**src/rtl/aes_mode_pkg.sv**
```systemverilog
// Shared types and constants for the AES block-cipher mode engine.
package aes_mode_pkg;

    localparam int AES_BLOCK_W = 128;

    typedef enum logic [1:0] {
        MODE_ECB  = 2'd0,
        MODE_CBC  = 2'd1,
        MODE_CTR  = 2'd2,
        MODE_RSVD = 2'd3
    } mode_e;

    typedef enum logic [1:0] {
        IDLE  = 2'd0,
        START = 2'd1,
        WAIT  = 2'd2,
        OUT   = 2'd3
    } state_e;

endpackage

```
**src/rtl/aes_ctr_inc.sv**
```systemverilog
// Partial-width counter-block incrementer: the low CTR_W bits count
// modulo 2^CTR_W, the upper bits pass through untouched (no carry out).
module aes_ctr_inc
    import aes_mode_pkg::*;
#(
    parameter int BLOCK_W = AES_BLOCK_W,
    parameter int CTR_W   = 32
) (
    input  logic [BLOCK_W-1:0] i_blk,
    output logic [BLOCK_W-1:0] o_blk
);

    generate
        if (CTR_W >= BLOCK_W) begin : g_full
            // Increment field spans the whole block
            always_comb o_blk = i_blk + BLOCK_W'(1);
        end else begin : g_part
            // Increment only the low field, keep the nonce part
            always_comb o_blk = {i_blk[BLOCK_W-1:CTR_W], i_blk[CTR_W-1:0] + CTR_W'(1)};
        end
    endgenerate

endmodule

```
**src/rtl/aes_mode_engine.sv**
```systemverilog
// ECB / CBC-encrypt / CTR mode wrapper around a single-block AES core
// with a start/done handshake, valid/ready streaming on both sides and
// a per-message completed-block counter. One block in flight at a time.
module aes_mode_engine
    import aes_mode_pkg::*;
#(
    parameter int BLOCK_W = AES_BLOCK_W,
    parameter int CTR_W   = 32,
    parameter int CNT_W   = 16
) (
    input  logic               clk,
    input  logic               rst,
    input  logic [1:0]         mode,
    input  logic               new_message,
    input  logic [BLOCK_W-1:0] key,
    input  logic [BLOCK_W-1:0] iv,
    input  logic               in_valid,
    output logic               in_ready,
    input  logic [BLOCK_W-1:0] in_data,
    output logic               out_valid,
    input  logic               out_ready,
    output logic [BLOCK_W-1:0] out_data,
    output logic [CNT_W-1:0]   block_count,
    output logic               aes_start,
    input  logic               aes_done,
    output logic [BLOCK_W-1:0] aes_plaintext,
    output logic [BLOCK_W-1:0] aes_key,
    input  logic [BLOCK_W-1:0] aes_ciphertext
);

    state_e             r_state;
    mode_e              r_mode;
    logic [BLOCK_W-1:0] r_chain;
    logic [BLOCK_W-1:0] r_data;
    logic [BLOCK_W-1:0] r_key;
    logic [BLOCK_W-1:0] r_pt;
    logic [BLOCK_W-1:0] r_out;
    logic [CNT_W-1:0]   r_count;
    logic               r_in_ready;
    logic               r_out_valid;
    logic               r_start;

    mode_e              w_mode_sel;
    logic [BLOCK_W-1:0] w_chain_sel;
    logic [BLOCK_W-1:0] w_core_in;
    logic [BLOCK_W-1:0] w_chain_inc;
    logic [BLOCK_W-1:0] w_result;

    aes_ctr_inc #(
        .BLOCK_W (BLOCK_W),
        .CTR_W   (CTR_W)
    ) u_ctr_inc (
        .i_blk (r_chain),
        .o_blk (w_chain_inc)
    );

    // Select mode/chain for the incoming block and form the core input
    always_comb begin
        w_mode_sel  = new_message ? mode_e'(mode) : r_mode;
        w_chain_sel = new_message ? iv : r_chain;
        case (w_mode_sel)
            MODE_CBC: w_core_in = in_data ^ w_chain_sel;
            MODE_CTR: w_core_in = w_chain_sel;
            default:  w_core_in = in_data;
        endcase
    end

    // Post-process the core output into the result block
    always_comb begin
        if (r_mode == MODE_CTR) w_result = aes_ciphertext ^ r_data;
        else                    w_result = aes_ciphertext;
    end

    // Control FSM with all datapath registers and registered outputs
    always_ff @(posedge clk or negedge rst) begin
        if (!rst) begin
            r_state     <= IDLE;
            r_mode      <= MODE_ECB;
            r_chain     <= '0;
            r_data      <= '0;
            r_key       <= '0;
            r_pt        <= '0;
            r_out       <= '0;
            r_count     <= '0;
            r_in_ready  <= 1'b1;
            r_out_valid <= 1'b0;
            r_start     <= 1'b0;
        end else begin
            case (r_state)
                IDLE: begin
                    if (in_valid) begin
                        r_key      <= key;
                        r_data     <= in_data;
                        r_mode     <= w_mode_sel;
                        r_chain    <= w_chain_sel;
                        r_pt       <= w_core_in;
                        if (new_message) r_count <= '0;
                        r_in_ready <= 1'b0;
                        r_start    <= 1'b1;
                        r_state    <= START;
                    end
                end
                START: begin
                    r_start <= 1'b0;
                    r_state <= WAIT;
                end
                WAIT: begin
                    if (aes_done) begin
                        r_out <= w_result;
                        if (r_mode == MODE_CBC) r_chain <= aes_ciphertext;
                        if (r_mode == MODE_CTR) r_chain <= w_chain_inc;
                        r_count     <= r_count + CNT_W'(1);
                        r_out_valid <= 1'b1;
                        r_state     <= OUT;
                    end
                end
                OUT: begin
                    if (out_ready) begin
                        r_out_valid <= 1'b0;
                        r_in_ready  <= 1'b1;
                        r_state     <= IDLE;
                    end
                end
                default: r_state <= IDLE;
            endcase
        end
    end

    assign in_ready      = r_in_ready;
    assign out_valid     = r_out_valid;
    assign out_data      = r_out;
    assign block_count   = r_count;
    assign aes_start     = r_start;
    assign aes_plaintext = r_pt;
    assign aes_key       = r_key;

endmodule

```
**config.mk**
```make
export PLATFORM = sky130hd
export DESIGN_NAME = aes_mode_engine
export DESIGN_NICKNAME = d
export VERILOG_FILES = /design/src/rtl/aes_mode_pkg.sv /design/src/rtl/aes_ctr_inc.sv /design/src/rtl/aes_mode_engine.sv
export SDC_FILE = /design/constraint.sdc
export NUM_CORES = 2
export LEC_CHECK = 0
export BUFFER_PORTS_ARGS = -buffer_cell sky130_fd_sc_hd__buf_2
export CORE_AREA = 5 5 353 355
export DETAILED_ROUTE_END_ITERATION = 16
export DIE_AREA = 0 0 358 360
export PLACE_DENSITY = 0.54
export SLEW_MARGIN = 20
export SYNTH_ARGS = -nofsm -noshare
export SYNTH_HDL_FRONTEND = slang
export SYNTH_HIERARCHICAL = 1
export SYNTH_SLANG_ARGS = --single-unit
export TNS_END_PERCENT = 10
```
**constraint.sdc**
```tcl
create_clock -name clk -period 3.25 [get_ports clk]
set_input_delay 0.325 -clock clk [delete_from_list [all_inputs] [get_ports clk]]
set_output_delay 0.325 -clock clk [all_outputs]
set_load 0.05 [all_outputs]
```
==> out/summary.txt <==
Place WS: 0.604 ns
Worst path max stage delay: 0.71 ns
sw power: 27.0 mW
Leak: 23.1 nW
Max-slew headroom: 36.3%
CTS tree: done
largest net degree at the start of global routing: 131
clock share of power: 17.8%
worst endpoint required time: 3.84 ns
Synth Flop Type: dfrtp_1
Post-Syn Area per Cell: 8.78 sq um
core area: 0.121 sq mm
total power draw: 54.1 mW
worst hold slack: 0.0624 ns
fraction of the cycle the final worst path needs: 93.9%
unique cell type count in the Yosys netlist: 55
Die Height: 360 microns
final slew viol count: 0
Post-synth ARST share: 100%
Die W: 358 microns
DP HPWL: 103,000 microns
Mapped Cells: 4,151
RSZ-0062 raised after global routing: no
max cap viols: 0
# IOs: 923
Min-Delay Path Class: in -> reg
cell-internal power: 27.1 mW
Inserted Clock Buffers: 83
Startpoint Class: flip-flop
gr busiest metal: met2
Setup Buffers After CTS: 0
switching share of power: 49.9%
outcome: complete, no violations
Post-synth EDFFs: 0
Flop pwr share: 28.0%
Antenna Nets Post-Route: 0
Comb pwr share: 54.2%
Crit path buffers/inverters: 1
Area growth syn-to-layout: 38.8%
slowest stage cell, crit path: dfrtp_1
WL/cell: 21.2 microns
Clock Tree Root: clkbuf_16
Remaining Overflow, GRT: 0
PD cells: 1070 mW/mm^2
Net Count, Synth: 4,680
sequential fraction of the synthesis area: 45.5%
fin util: 41.8%
Final Wtd Congestion: 0.832
setup tns final: 0 ns
TritonRoute pass-1 iters: 5
crit-path cells: ha_1 > and3_1 > nand3_2 > nor4_1 > xor2_1 > mux2i_1 > o211ai_1 > dlygate4sd3_1
share of cells above drive strength 1: 24.5%
Max Fclk: 328 MHz
Initial DRC Count: 2,216
layout net count: 5,905
Peak supply drop: 1120 uV
clk sinks: 663
drt drc: 0
crit path capture type: flip-flop
die area: 0.129 sq mm
Starting Density: 30.1%
final hold viol count: 0
antenna violations before repair: 33
met2 GRT Util: 37.7%
vias in the first global route: 35.5k
Port-buffer cells: 922
gr usage total: 22.4%
Yosys reg bits: 663
Vias/cell: 4.92
DR vias: 34.8k
critical path's top delay family: simple AND/OR/NAND/NOR gates
final setup margin: 0.199 ns
kind of critical path: reg -> reg
endpoints failing setup: 0
Syn. warnings: 6
H-tree depth: 3
Clock Latency Late Sink: 0.67 ns
clk buf depth: 3
worst slew pin tran: 0.955 ns
row cnt: 128
first-pass GRT wire length: 223,000 microns
Mapped Area: 0.0365 sq mm
final wirelength: 150,000 microns
skew final: 0.0324 ns
Clock transition at path regs: 0.06 ns
critical path arrival: 3.64 ns
met1 Track Usage GR: 27.1%
met3 usage: 5.42%
crit path max fanout: 8
Tmin final: 3.05 ns
## worst paths after layout
check | cells after the start | endpoint | start | slack (ns)
min | 3 | out_data[77]$_DFFE_PN0P_ | aes_ciphertext[77] | 0.06
max reg2reg | 8 | r_chain[24]$_DFFE_PN0P_ | r_chain[0]$_DFFE_PN0P_ | 0.20
min reg2reg | 2 | r_data[0]$_DFFE_PN0P_ | r_data[0]$_DFFE_PN0P_ | 0.47
max in group asynchronous | 3 | r_data[43]$_DFFE_PN0P_ | rst | 1.85
min in group asynchronous | 2 | aes_key[28]$_DFFE_PN0P_ | rst | 0.23
max | 8 | r_chain[24]$_DFFE_PN0P_ | r_chain[0]$_DFFE_PN0P_ | 0.20
## placed cells by master, fill, tap and decap left out, types with 4 or more instances in the layout
cell	instances
bufinv_16	8
o2bb2ai_1	18
nand2b_1	112
xnor2_1	14
clkbuf_8	12
buf_2	920
o21ai_0	26
clkinvlp_4	7
and3_1	5
buf_12	40
nand2_1	1252
nor3b_1	111
o211ai_1	110
inv_6	4
a41oi_1	110
mux2i_1	242
mux2_2	164
nor2_1	381
nor4_1	8
dfrtp_1	662
nand4_1	6
and4_1	7
clkbuf_16	83
ha_4	4
inv_1	14
ha_1	4
xor2_1	147
clkbuf_1	11
a21oi_1	138
dlygate4sd3_1	535
nor4_2	4
a31oi_1	113
nand3_1	17
buf_4	41
clkinv_2	19
nor3_1	6
a22oi_1	35
diode_2	15
## cells in the mapped netlist (4+ instances only)
library cell  number  area (sq um)
nand2_1         1254          4710
dfrtp_1          662         16600
nor2_1           381          1430
clkbuf_1         243           912
mux2i_1          242          2420
mux2_2           164          1850
xor2_1           147          1290
a21oi_1          138           691
a31oi_1          113           707
nand2b_1         112           701
nor3b_1          111           833
a41oi_1          110           963
o211ai_1         110           826
buf_4             99           743
buf_2             43           215
a22oi_1           35           263
o21ai_0           26           130
o2bb2ai_1         18           158
nand3_1           17          85.1
inv_1             14          52.6
xnor2_1           14           123
buf_1             12          45.0
ha_1               9           113
nor4_1             8          50.1
and4_1             7          61.3
nand4_1            6          37.5
nor3_1             6          30.0
and3_1             5          31.3
nor2b_1            4          25.0
nor4_2             4          50.1
## logic make-up after synthesis
logic type,Yosys count,synth area share [%]
AO/OA/AOI/OAI,568,10.7
XOR/XNOR,161,3.87
adder cells (fa/ha/maj),9,0.309
buffers and inverters,412,5.43
flip-flops,663,45.5
multiplexers,407,11.7
AND/OR/NAND/NOR,1931,22.5
## power groups by stage
| stage | Clock, mW | Combinational, mW | Sequential (mW) |
|---|---|---|---|
| after floorplan | 0 | 12.4 | 22.8 |
| after global placement | 0 | 27.7 | 15.1 |
| after detailed placement | 0 | 28.1 | 15.1 |
| after CTS | 9.87 | 29.5 | 15.1 |
| after global routing | 10.2 | 31.6 | 15.6 |
| final | 9.63 | 29.4 | 15.2 |
## repair_timing
action / in CTS / in global routing
endpoints found under the hold margin: 634 / 0
gates resized for setup: 0 / 2
hold buffers: 535 / 0
setup endpoints to repair: 0 / 43
## tightest hold or removal path: stages
cell and delay, ns:
buf_2 0.13, xor2_1 0.07, a21oi_1 0.13
## state kept, by name (all words and copies together), names as in the netlist
name / count
r_state: 2
r_data: 128
block_count: 16
out_data: 128
r_chain: 128
out_valid: 1
in_ready: 1
aes_start: 1
aes_key: 128
aes_plaintext: 128
r_mode: 2
## cell type report
cell class / instances / area (sq um)
fill: 11900 / 70500
multi-input combinational: 3076 / 18000
sequential: 663 / 16600
timing repair buffer: 1538 / 11100
clock buffer: 106 / 2280
tap: 1625 / 2030
clock inverter: 42 / 512
inverter: 14 / 52.6
antenna: 15 / 37.5
## stage by stage
step / cell area, sq um / std cells
global route: 50600 / 7073
finish: 50600 / 7079
floorplan: 36500 / 4151
global placement: 42400 / 6381
CTS: 50600 / 7064
detailed placement: 42400 / 6381
## metal layers
layer | wire, microns | vias up
met5 | 123 | -
met4 | 7370 | 18
met3 | 10400 | 299
met2 | 71700 | 1138
met1 | 60700 | 17000
li1 | - | 16400
No activity file was read; power rests on OpenSTA's default activity.
